===== config.mk =====
export PLATFORM = sky130hd
export DESIGN_NAME = dac_update_scheduler
export DESIGN_NICKNAME = d
export VERILOG_FILES = /design/src/rtl/dac_update_scheduler.sv
export SDC_FILE = /design/constraint.sdc
export NUM_CORES = 1
export LEC_CHECK = 0
export CAP_MARGIN = 40
export CORE_UTILIZATION = 46
export CTS_CLUSTER_DIAMETER = 200
export DETAILED_ROUTE_END_ITERATION = 8
export GPL_TIMING_DRIVEN = 0
export PLACE_DENSITY = 0.78
export SLEW_MARGIN = 20
export SYNTH_ARGS = -nofsm -noshare
export SYNTH_HDL_FRONTEND = slang
export SYNTH_SLANG_ARGS = --single-unit

===== constraint.sdc =====
create_clock -name clk -period 2 [get_ports clk]
set_input_delay 0.3 -clock clk [delete_from_list [all_inputs] [get_ports clk]]
set_output_delay 0.3 -clock clk [all_outputs]
set_load 0.01 [all_outputs]

===== src/rtl/dac_update_scheduler.sv =====
// Periodic DAC refresh: every SAMPLE_DIV cycles latch signal[31:20] and push it to
// an I2C DAC as START, WRITE addr, WRITE hi, WRITE lo, STOP through a byte engine.
module dac_update_scheduler #(
  parameter logic [6:0]  DEV_ADDR   = 7'h60,
  parameter int unsigned SAMPLE_DIV = 16
) (
  input  logic        clk,
  input  logic        reset,
  input  logic        enable,
  input  logic [31:0] signal,
  output logic        cmd_valid,
  input  logic        cmd_ready,
  output logic [1:0]  cmd_op,
  output logic [7:0]  cmd_byte,
  input  logic        cmd_done,
  input  logic        cmd_nack,
  output logic        busy,
  output logic [11:0] sample_out,
  output logic [7:0]  nack_count,
  output logic [15:0] frame_count
);

  typedef enum logic [2:0] {
    S_IDLE, S_START, S_ADDR, S_HI, S_LO, S_STOP
  } state_e;

  localparam logic [1:0]  OP_START = 2'b00;
  localparam logic [1:0]  OP_WRITE = 2'b01;
  localparam logic [1:0]  OP_STOP  = 2'b10;
  localparam logic [15:0] DIV_LAST = 16'(SAMPLE_DIV - 1);

  state_e      state_q, state_d;
  logic        wait_q, wait_d;      // 0: ISSUE phase, 1: WAIT phase
  logic [15:0] div_q, div_d;
  logic        tick;
  logic [11:0] sample_q, sample_d;
  logic        nacked_q, nacked_d;
  logic [7:0]  nack_cnt_q, nack_cnt_d;
  logic [15:0] frame_cnt_q, frame_cnt_d;

  logic unused_signal_bits;
  assign unused_signal_bits = ^signal[19:0];

  always_comb begin
    tick = enable && (div_q == DIV_LAST);
    if (!enable || tick) div_d = '0;
    else                 div_d = div_q + 16'd1;
  end

  always_comb begin
    // NOTE: every next-state variable gets its hold value first, so no path
    // through the branches below can leave one unassigned and infer a latch.
    state_d     = state_q;
    wait_d      = wait_q;
    sample_d    = sample_q;
    nacked_d    = nacked_q;
    nack_cnt_d  = nack_cnt_q;
    frame_cnt_d = frame_cnt_q;

    if (state_q == S_IDLE) begin
      wait_d = 1'b0;
      if (tick) begin
        sample_d = signal[31:20];
        nacked_d = 1'b0;
        state_d  = S_START;
      end
    end else if (!wait_q) begin
      if (cmd_ready) wait_d = 1'b1;
    end else if (cmd_done) begin
      wait_d = 1'b0;
      case (state_q)
        S_START: state_d = S_ADDR;
        S_ADDR:  state_d = S_HI;
        S_HI:    state_d = S_LO;
        S_LO:    state_d = S_STOP;
        S_STOP: begin
          state_d = S_IDLE;
          if (!nacked_q) frame_cnt_d = frame_cnt_q + 16'd1;
        end
        default: state_d = S_IDLE;
      endcase
      // A NACKed data byte aborts the frame straight to STOP.
      if (cmd_nack && (state_q inside {S_ADDR, S_HI, S_LO})) begin
        state_d  = S_STOP;
        nacked_d = 1'b1;
        if (nack_cnt_q != 8'hFF) nack_cnt_d = nack_cnt_q + 8'd1;
      end
    end
  end

  // NOTE: state registers use non-blocking assignments so every flop samples
  // the pre-edge values regardless of the order the simulator runs processes.
  always_ff @(posedge clk or posedge reset) begin
    if (reset) begin
      state_q     <= S_IDLE;
      wait_q      <= 1'b0;
      div_q       <= '0;
      sample_q    <= '0;
      nacked_q    <= 1'b0;
      nack_cnt_q  <= '0;
      frame_cnt_q <= '0;
    end else begin
      state_q     <= state_d;
      wait_q      <= wait_d;
      div_q       <= div_d;
      sample_q    <= sample_d;
      nacked_q    <= nacked_d;
      nack_cnt_q  <= nack_cnt_d;
      frame_cnt_q <= frame_cnt_d;
    end
  end

  // Outputs decode registered state only, so reset clears them immediately.
  always_comb begin
    cmd_valid = (state_q != S_IDLE) && !wait_q;
    cmd_op    = OP_START;
    cmd_byte  = 8'h00;
    case (state_q)
      S_ADDR: begin cmd_op = OP_WRITE; cmd_byte = {DEV_ADDR, 1'b0}; end
      S_HI:   begin cmd_op = OP_WRITE; cmd_byte = {4'b0000, sample_q[11:8]}; end
      S_LO:   begin cmd_op = OP_WRITE; cmd_byte = sample_q[7:0]; end
      S_STOP: cmd_op = OP_STOP;
      default: ;
    endcase
  end

  assign busy        = (state_q != S_IDLE);
  assign sample_out  = sample_q;
  assign nack_count  = nack_cnt_q;
  assign frame_count = frame_cnt_q;

endmodule


==> results.sh, run 1 <==
export IMPL_async_flop_share_pct=100
export IMPL_ys_types=37
export IMPL_timing_slew_headroom_pct=53.1
export IMPL_grt_pass1_wl_um=9690
export IMPL_syn_inst=254
export IMPL_clock_fmax_mhz=515
export IMPL_min_period_ns=1.94
export IMPL_synth_compound_area_share_pct=6.64
export IMPL_dp_cells=391
export IMPL_die_w_um=78.8
export IMPL_endpoint_kind="flop"
export IMPL_wl_per_cell_um=13.8
export IMPL_drive_gt1_share_pct=17.8
export IMPL_stdcell_count=415
export IMPL_skew_ns=0.00892
export IMPL_peakVddDrop_mv=0.346
export IMPL_track_usage_pct=20.4
export IMPL_synthToLayoutAreaGrowth_pct=37.6
export IMPL_pre_cts_ws_ns=-0.446
export IMPL_grt_max_degree=58
export IMPL_hold_buffers=0
export IMPL_hp_class="input pin to asynchronous set/reset pin"
export IMPL_outcome="complete, no violations"
export IMPL_synth_top_cells_by_count="57 x dfrtp_1, 27 x nor2_1, 24 x xnor2_1"
export IMPL_synthesis_nets=295
export IMPL_gr_total_overflow=0
export IMPL_cts_buffers=9
export IMPL_n_antenna_cell=0
export IMPL_yosysTopAreaCell="dfrtp_1"
export IMPL_die_area_um2=6210
export IMPL_synthSimpleGateAreaFrac_pct=20.4
export IMPL_hpwl_um=3880
export IMPL_cp_max_fo=4
export IMPL_hold_viol_final=0
export IMPL_p_total_mw=2.18
export IMPL_clk_pin_slew_ns=0.06
export IMPL_report_final_slew_viol_count=0
export IMPL_nNetsFinal=379
export IMPL_insertion_delay_ns=0.33
export IMPL_synth_avg_cell_area_um2=10.7
export IMPL_critPathLaunchType="flop"
export IMPL_fin_hold_ws_ns=0.430
export IMPL_synth_area_leaders="dfrtp_1 53%, xnor2_1 7.7%, mux2_2 6.6%, nor2_1 3.7%, nand3_1 2.8%"
export IMPL_port_buffers=65
export IMPL_reg2regPathDepth=5
export IMPL_synthAdderAreaFrac_pct=1.38
export IMPL_clkSinkCount=57
export IMPL_start_util_pct=48.4
export IMPL_p_leak_nw=1.69
export IMPL_synth_area_um2=2710
export IMPL_antenna_left=0
export IMPL_drcViolationCount=0
export IMPL_synth_most_common_cell="dfrtp_1"
export IMPL_period_share_pct=97.0
export IMPL_seq_area_frac_synth_pct=52.6
export IMPL_r2r_end="nack_count[7]$_DFFE_PP0P_"
export IMPL_vias_per_cell=5.27
export IMPL_grt_antenna_before_repair=0
export IMPL_core_area_um2=5610
export IMPL_synth_edff_count=0
export IMPL_synth_top_family_by_area="simple AND/OR/NAND/NOR gates"
export IMPL_ys_ff_latch=57
export IMPL_power_density_nw_per_um2=583
export IMPL_r2r_start="state_q[0]$_DFFE_PP0P_"
export IMPL_grt_pass1_vias=2107
export IMPL_rows=27
export IMPL_root_buffer="clkbuf_8"
export IMPL_vias=2188
export IMPL_rrSetupSlack_ns=0.06
export IMPL_routed_wl_um=5750
export IMPL_path_class="flop to flop"
export IMPL_synth_warnings=0
export IMPL_ios=86
export IMPL_cts_tree="built"
export IMPL_muxShareOfSynthArea_pct=7.01
export IMPL_place_gp_congestion=0.782
export IMPL_setup_violations=0
export IMPL_yosysTopAreaCellShare_pct=52.6
export IMPL_synth_main_ff_cell="dfrtp_1"
export IMPL_drt_initial_drc_count=78
export IMPL_clockBufferDepth=2
export IMPL_fp_dieH_um=78.8
export IMPL_cts_htree_levels=3
export IMPL_firstDrtPassIters=4
export IMPL_timing_final_ws_setup_ns=0.0601
export IMPL_required_ns=2.21
export IMPL_critPathArrivalTime_ns=2.15
export IMPL_synth_xor_area_share_pct=10.0
export IMPL_maxCapViolCount=0
export IMPL_worst_pin_slew_ns=0.703
[layout make-up]
type                    count  area [um2]
repair buffers             74         702
multi-input cells         185        1290
flip-flops and latches     57        1430
plain buffers               4        30.0
clock buffers              10         128
clock inverters             6        35.0
inverters                   7        28.8
fillers                   474        1870
well taps                  72        90.1
[layout by cell type (no fill, tap or decap), drive strengths merged, types with 10 or more instances in the layout]
cell type / netlist / final
dfrtp: 57 / 57
clkdlybuf4s50: 0 / 53
nor2: 28 / 28
xnor2: 24 / 24
nand2: 18 / 18
clkbuf: 3 / 18
mux2: 16 / 16
nand3: 15 / 15
buf: 2 / 11
nand4: 10 / 10
[registers in the layout, indices dropped and copies added, names as in the netlist]
| name | count |
|---|---|
| div_q | 16 |
| frame_count | 16 |
| nack_count | 8 |
| nacked_q | 1 |
| sample_out | 12 |
| state_q | 3 |
| wait_q | 1 |
[timing repair]
item | 4_1_cts | 5_1_grt
setup buffers | 5 | 4
endpoints found under the setup margin | 20 | 27
pin swaps | 1 | 4
cloned | 0 | 0
resized for setup | 27 | 15
[power breakdown]
group          switching [mW]  total, mW  internal, mW
Combinational          0.0651      0.123        0.0581
Clock                   0.447      0.886         0.439
Sequential            0.00705       1.17          1.16
[cells by family (layout without fill, tap and decap cells)]
group                    after synthesis  in the layout
AND/OR/NAND/NOR                      107            107
XOR/XNOR                              31             31
adder cells (fa/ha/maj)                3              3
flip-flops                            57             57
AO/OA/AOI/OAI                         27             27
buffers and inverters                 12            101
multiplexers                          17             17
[metrics by stage]
step	util (%)	instance area, um2	setup TNS, ns
floorplan	-	2710	0
global placement	61.6	3450	-46.11
detailed placement	61.6	3460	-2.75
CTS	65.9	3700	-0.0281
global route	66.6	3730	-0.0157
finish	66.6	3730	0
[worst max-delay path, stage by stage (launching register included)]
cell and delay, ns:
dfrtp_2 0.43, buf_12 0.14, or3b_4 0.41, a21o_1 0.21, nor4_2 0.27, mux2_2 0.36
[worst max-delay path by stage]
stage	start	end	slack, ns	cells after the start
after floorplan	state_q[0]$_DFFE_PP0P_	nack_count[7]$_DFFE_PP0P_	0.23	4
after global placement	reset	sample_out[4]$_DFFE_PP0P_	-0.76	2
after detailed placement	state_q[1]$_DFFE_PP0P_	cmd_byte[3]	-0.45	4
after CTS	state_q[2]$_DFFE_PP0P_	busy	-0.03	4
after global routing	state_q[1]$_DFFE_PP0P_	frame_count[3]$_DFFE_PP0P_	-0.009	7
final	state_q[0]$_DFFE_PP0P_	nack_count[7]$_DFFE_PP0P_	0.06	5
[routing by layer]
metal / global-route usage [%] / up-vias / part of all wire [%]
met5: 0 / - / 0
met4: 10.9 / 0 / 2.1
met3: 5.75 / 9 / 5.1
met2: 33.0 / 54 / 48
met1: 24.6 / 1057 / 45
li1: - / 1068 / -
(Power assumes the default switching activity.)
==> run 2: changes to the inputs <==
--- a/config.mk
+++ b/config.mk
@@ -11,6 +11,7 @@
 export DETAILED_ROUTE_END_ITERATION = 8
 export GPL_TIMING_DRIVEN = 0
 export PLACE_DENSITY = 0.78
+export SKIP_CTS_REPAIR_TIMING = 1
 export SLEW_MARGIN = 20
 export SYNTH_ARGS = -nofsm -noshare
 export SYNTH_HDL_FRONTEND = slang
==> run 2 against run 1 <==
  * Critical endpoint is now busy
  * Clock skew down 0.0027 ns
  * Setup slack got worse by 0.041 ns
  * Hold slack improved by 0.0040 ns
  * Combinational power hardly changed
==> results.sh, run 2 (synthesis gave the netlist of run 1 again) <==
export IMPL_outcome="complete, no violations"
export IMPL_p_leak_nw=1.80
export IMPL_grt_max_degree=58
export IMPL_root_buffer="clkbuf_8"
export IMPL_ios=86
export IMPL_maxCapViolCount=0
export IMPL_grt_pass1_vias=2078
export IMPL_drive_gt1_share_pct=15.6
export IMPL_worst_pin_slew_ns=0.691
export IMPL_critPathLaunchType="flop"
export IMPL_endpoint_kind="primary output"
export IMPL_p_sw_share_pct=23.7
export IMPL_peakVddDrop_mv=0.355
export IMPL_vias_per_cell=5.34
export IMPL_r2r_start="state_q[1]$_DFFE_PP0P_"
export IMPL_synthToLayoutAreaGrowth_pct=37.9
export IMPL_insertion_delay_ns=0.33
export IMPL_cts_buffers=9
export IMPL_fin_hold_ws_ns=0.434
export IMPL_p_total_mw=2.17
export IMPL_clockBufferDepth=2
export IMPL_intPower_mw=1.66
export IMPL_drt_initial_drc_count=85
export IMPL_fp_dieH_um=78.8
export IMPL_switchingPower_mw=0.516
export IMPL_wl_per_cell_um=13.9
export IMPL_timing_final_ws_setup_ns=0.0190
export IMPL_track_usage_pct=19.9
export IMPL_nNetsFinal=376
export IMPL_crit_start="state_q[1]$_DFFE_PP0P_"
export IMPL_drcViolationCount=0
export IMPL_r2r_end="nack_count[7]$_DFFE_PP0P_"
export IMPL_cts_htree_levels=3
export IMPL_final_cell_mix="55 x dfrtp_1, 54 x clkdlybuf4s50_1, 26 x nor2_1"
export IMPL_hold_viol_final=0
export IMPL_place_gp_congestion=0.782
export IMPL_hpwl_um=3880
export IMPL_gr_total_overflow=0
export IMPL_reg2regPathDepth=5
export IMPL_routed_wl_um=5710
export IMPL_timing_slew_headroom_pct=53.9
export IMPL_firstDrtPassIters=4
export IMPL_critPathArrivalTime_ns=1.68
export IMPL_pre_cts_ws_ns=-0.446
export IMPL_period_share_pct=99.1
export IMPL_stdcell_count=412
export IMPL_report_final_slew_viol_count=0
export IMPL_grt_antenna_before_repair=0
export IMPL_rsz0062_at_grt="yes"
export IMPL_dp_cells=391
export IMPL_rrSetupSlack_ns=0.04
export IMPL_fillers=476
export IMPL_antenna_left=0
export IMPL_rows=27
export IMPL_vias=2200
export IMPL_core_area_um2=5610
export IMPL_clkSinkCount=57
export IMPL_p_comb_share_pct=5.6
export IMPL_skew_ns=0.00624
export IMPL_p_clk_share_pct=40.7
export IMPL_die_area_um2=6210
export IMPL_path_class="flop to primary output"
export IMPL_required_ns=1.70
export IMPL_final_common_cell="dfrtp_1"
export IMPL_clk_pin_slew_ns=0.06
export IMPL_grt_pass1_wl_um=9500
export IMPL_power_density_nw_per_um2=581
export IMPL_start_util_pct=48.4
export IMPL_final_util_pct=66.7
export IMPL_min_period_ns=1.98
export IMPL_cts_tree="built"
export IMPL_n_antenna_cell=0
export IMPL_setup_violations=0
export IMPL_die_w_um=78.8
export IMPL_hp_class="input pin to asynchronous set/reset pin"
export IMPL_power_frac_seq_pct=53.7
export IMPL_port_buffers=65
export IMPL_clock_fmax_mhz=505
export IMPL_cp_max_fo=4
==> run 2: changes by cell type in the layout (fill, tap and decap cells not counted), moves of 3 or more <==
cell            previous run  this run
dlygate4sd2_1              4         0
buf_4                      9         6
dlymetal6s2s_1             1        11
clkbuf_2                   6         0
==> run 2: layout make-up <==
type | instances | area [um2] | share of cell area (%)
Buffer | 4 | 33.8 | 0.903
Clock buffer | 10 | 128 | 3.41
Clock inverter | 6 | 35.0 | 0.937
Inverter | 7 | 28.8 | 0.769
Multi-Input combinational cell | 185 | 1270 | 34.1
Sequential cell | 57 | 1430 | 38.2
Tap cell | 72 | 90.1 | 2.41
Timing Repair Buffer | 71 | 721 | 19.3
==> run 2: worst max-delay path, cell delays in order, from the launching register on <==
cell             delay (ns)
dfrtp_1                0.40
buf_4                  0.16
nor3_4                 0.20
inv_1                  0.09
clkdlybuf4s50_1        0.50
==> run 2: worst max-delay path by stage <==
stage	endpoint	slack (ns)	cells past startpoint
after CTS	cmd_byte[3]	-0.84	4
after global routing	busy	-0.05	4
after floorplan	nack_count[7]$_DFFE_PP0P_	0.23	4
after global placement	sample_out[4]$_DFFE_PP0P_	-0.76	2
after detailed placement	cmd_byte[3]	-0.45	4
final	busy	0.02	4
==> run 2: metrics by stage <==
stage               instance area, um2  TNS, ns
floorplan                         2710        0
finish                            3740        0
CTS                               3620    -5.83
detailed placement                3460    -2.75
global route                      3740  -0.0991
global placement                  3450   -46.11
==> run 2: metal layers <==
metal  global-route usage [%]  vias to the layer above  part of all wire (%)
li1                         -                     1062                     -
met1                     24.0                     1061                    43
met2                     31.7                       64                    48
met3                     5.86                       13                   6.0
met4                     11.5                        0                   2.6
met5                        0                        -                     0
==> run 2: power by group through the flow <==
stage                     registers, mW  clock network [mW]  logic (mW)
after global placement             1.19                   0       0.113
final                              1.17               0.884       0.122
after CTS                          1.17               0.909       0.116
after floorplan                    1.19                   0      0.0505
after global routing               1.17               0.955       0.136
after detailed placement           1.19                   0       0.116
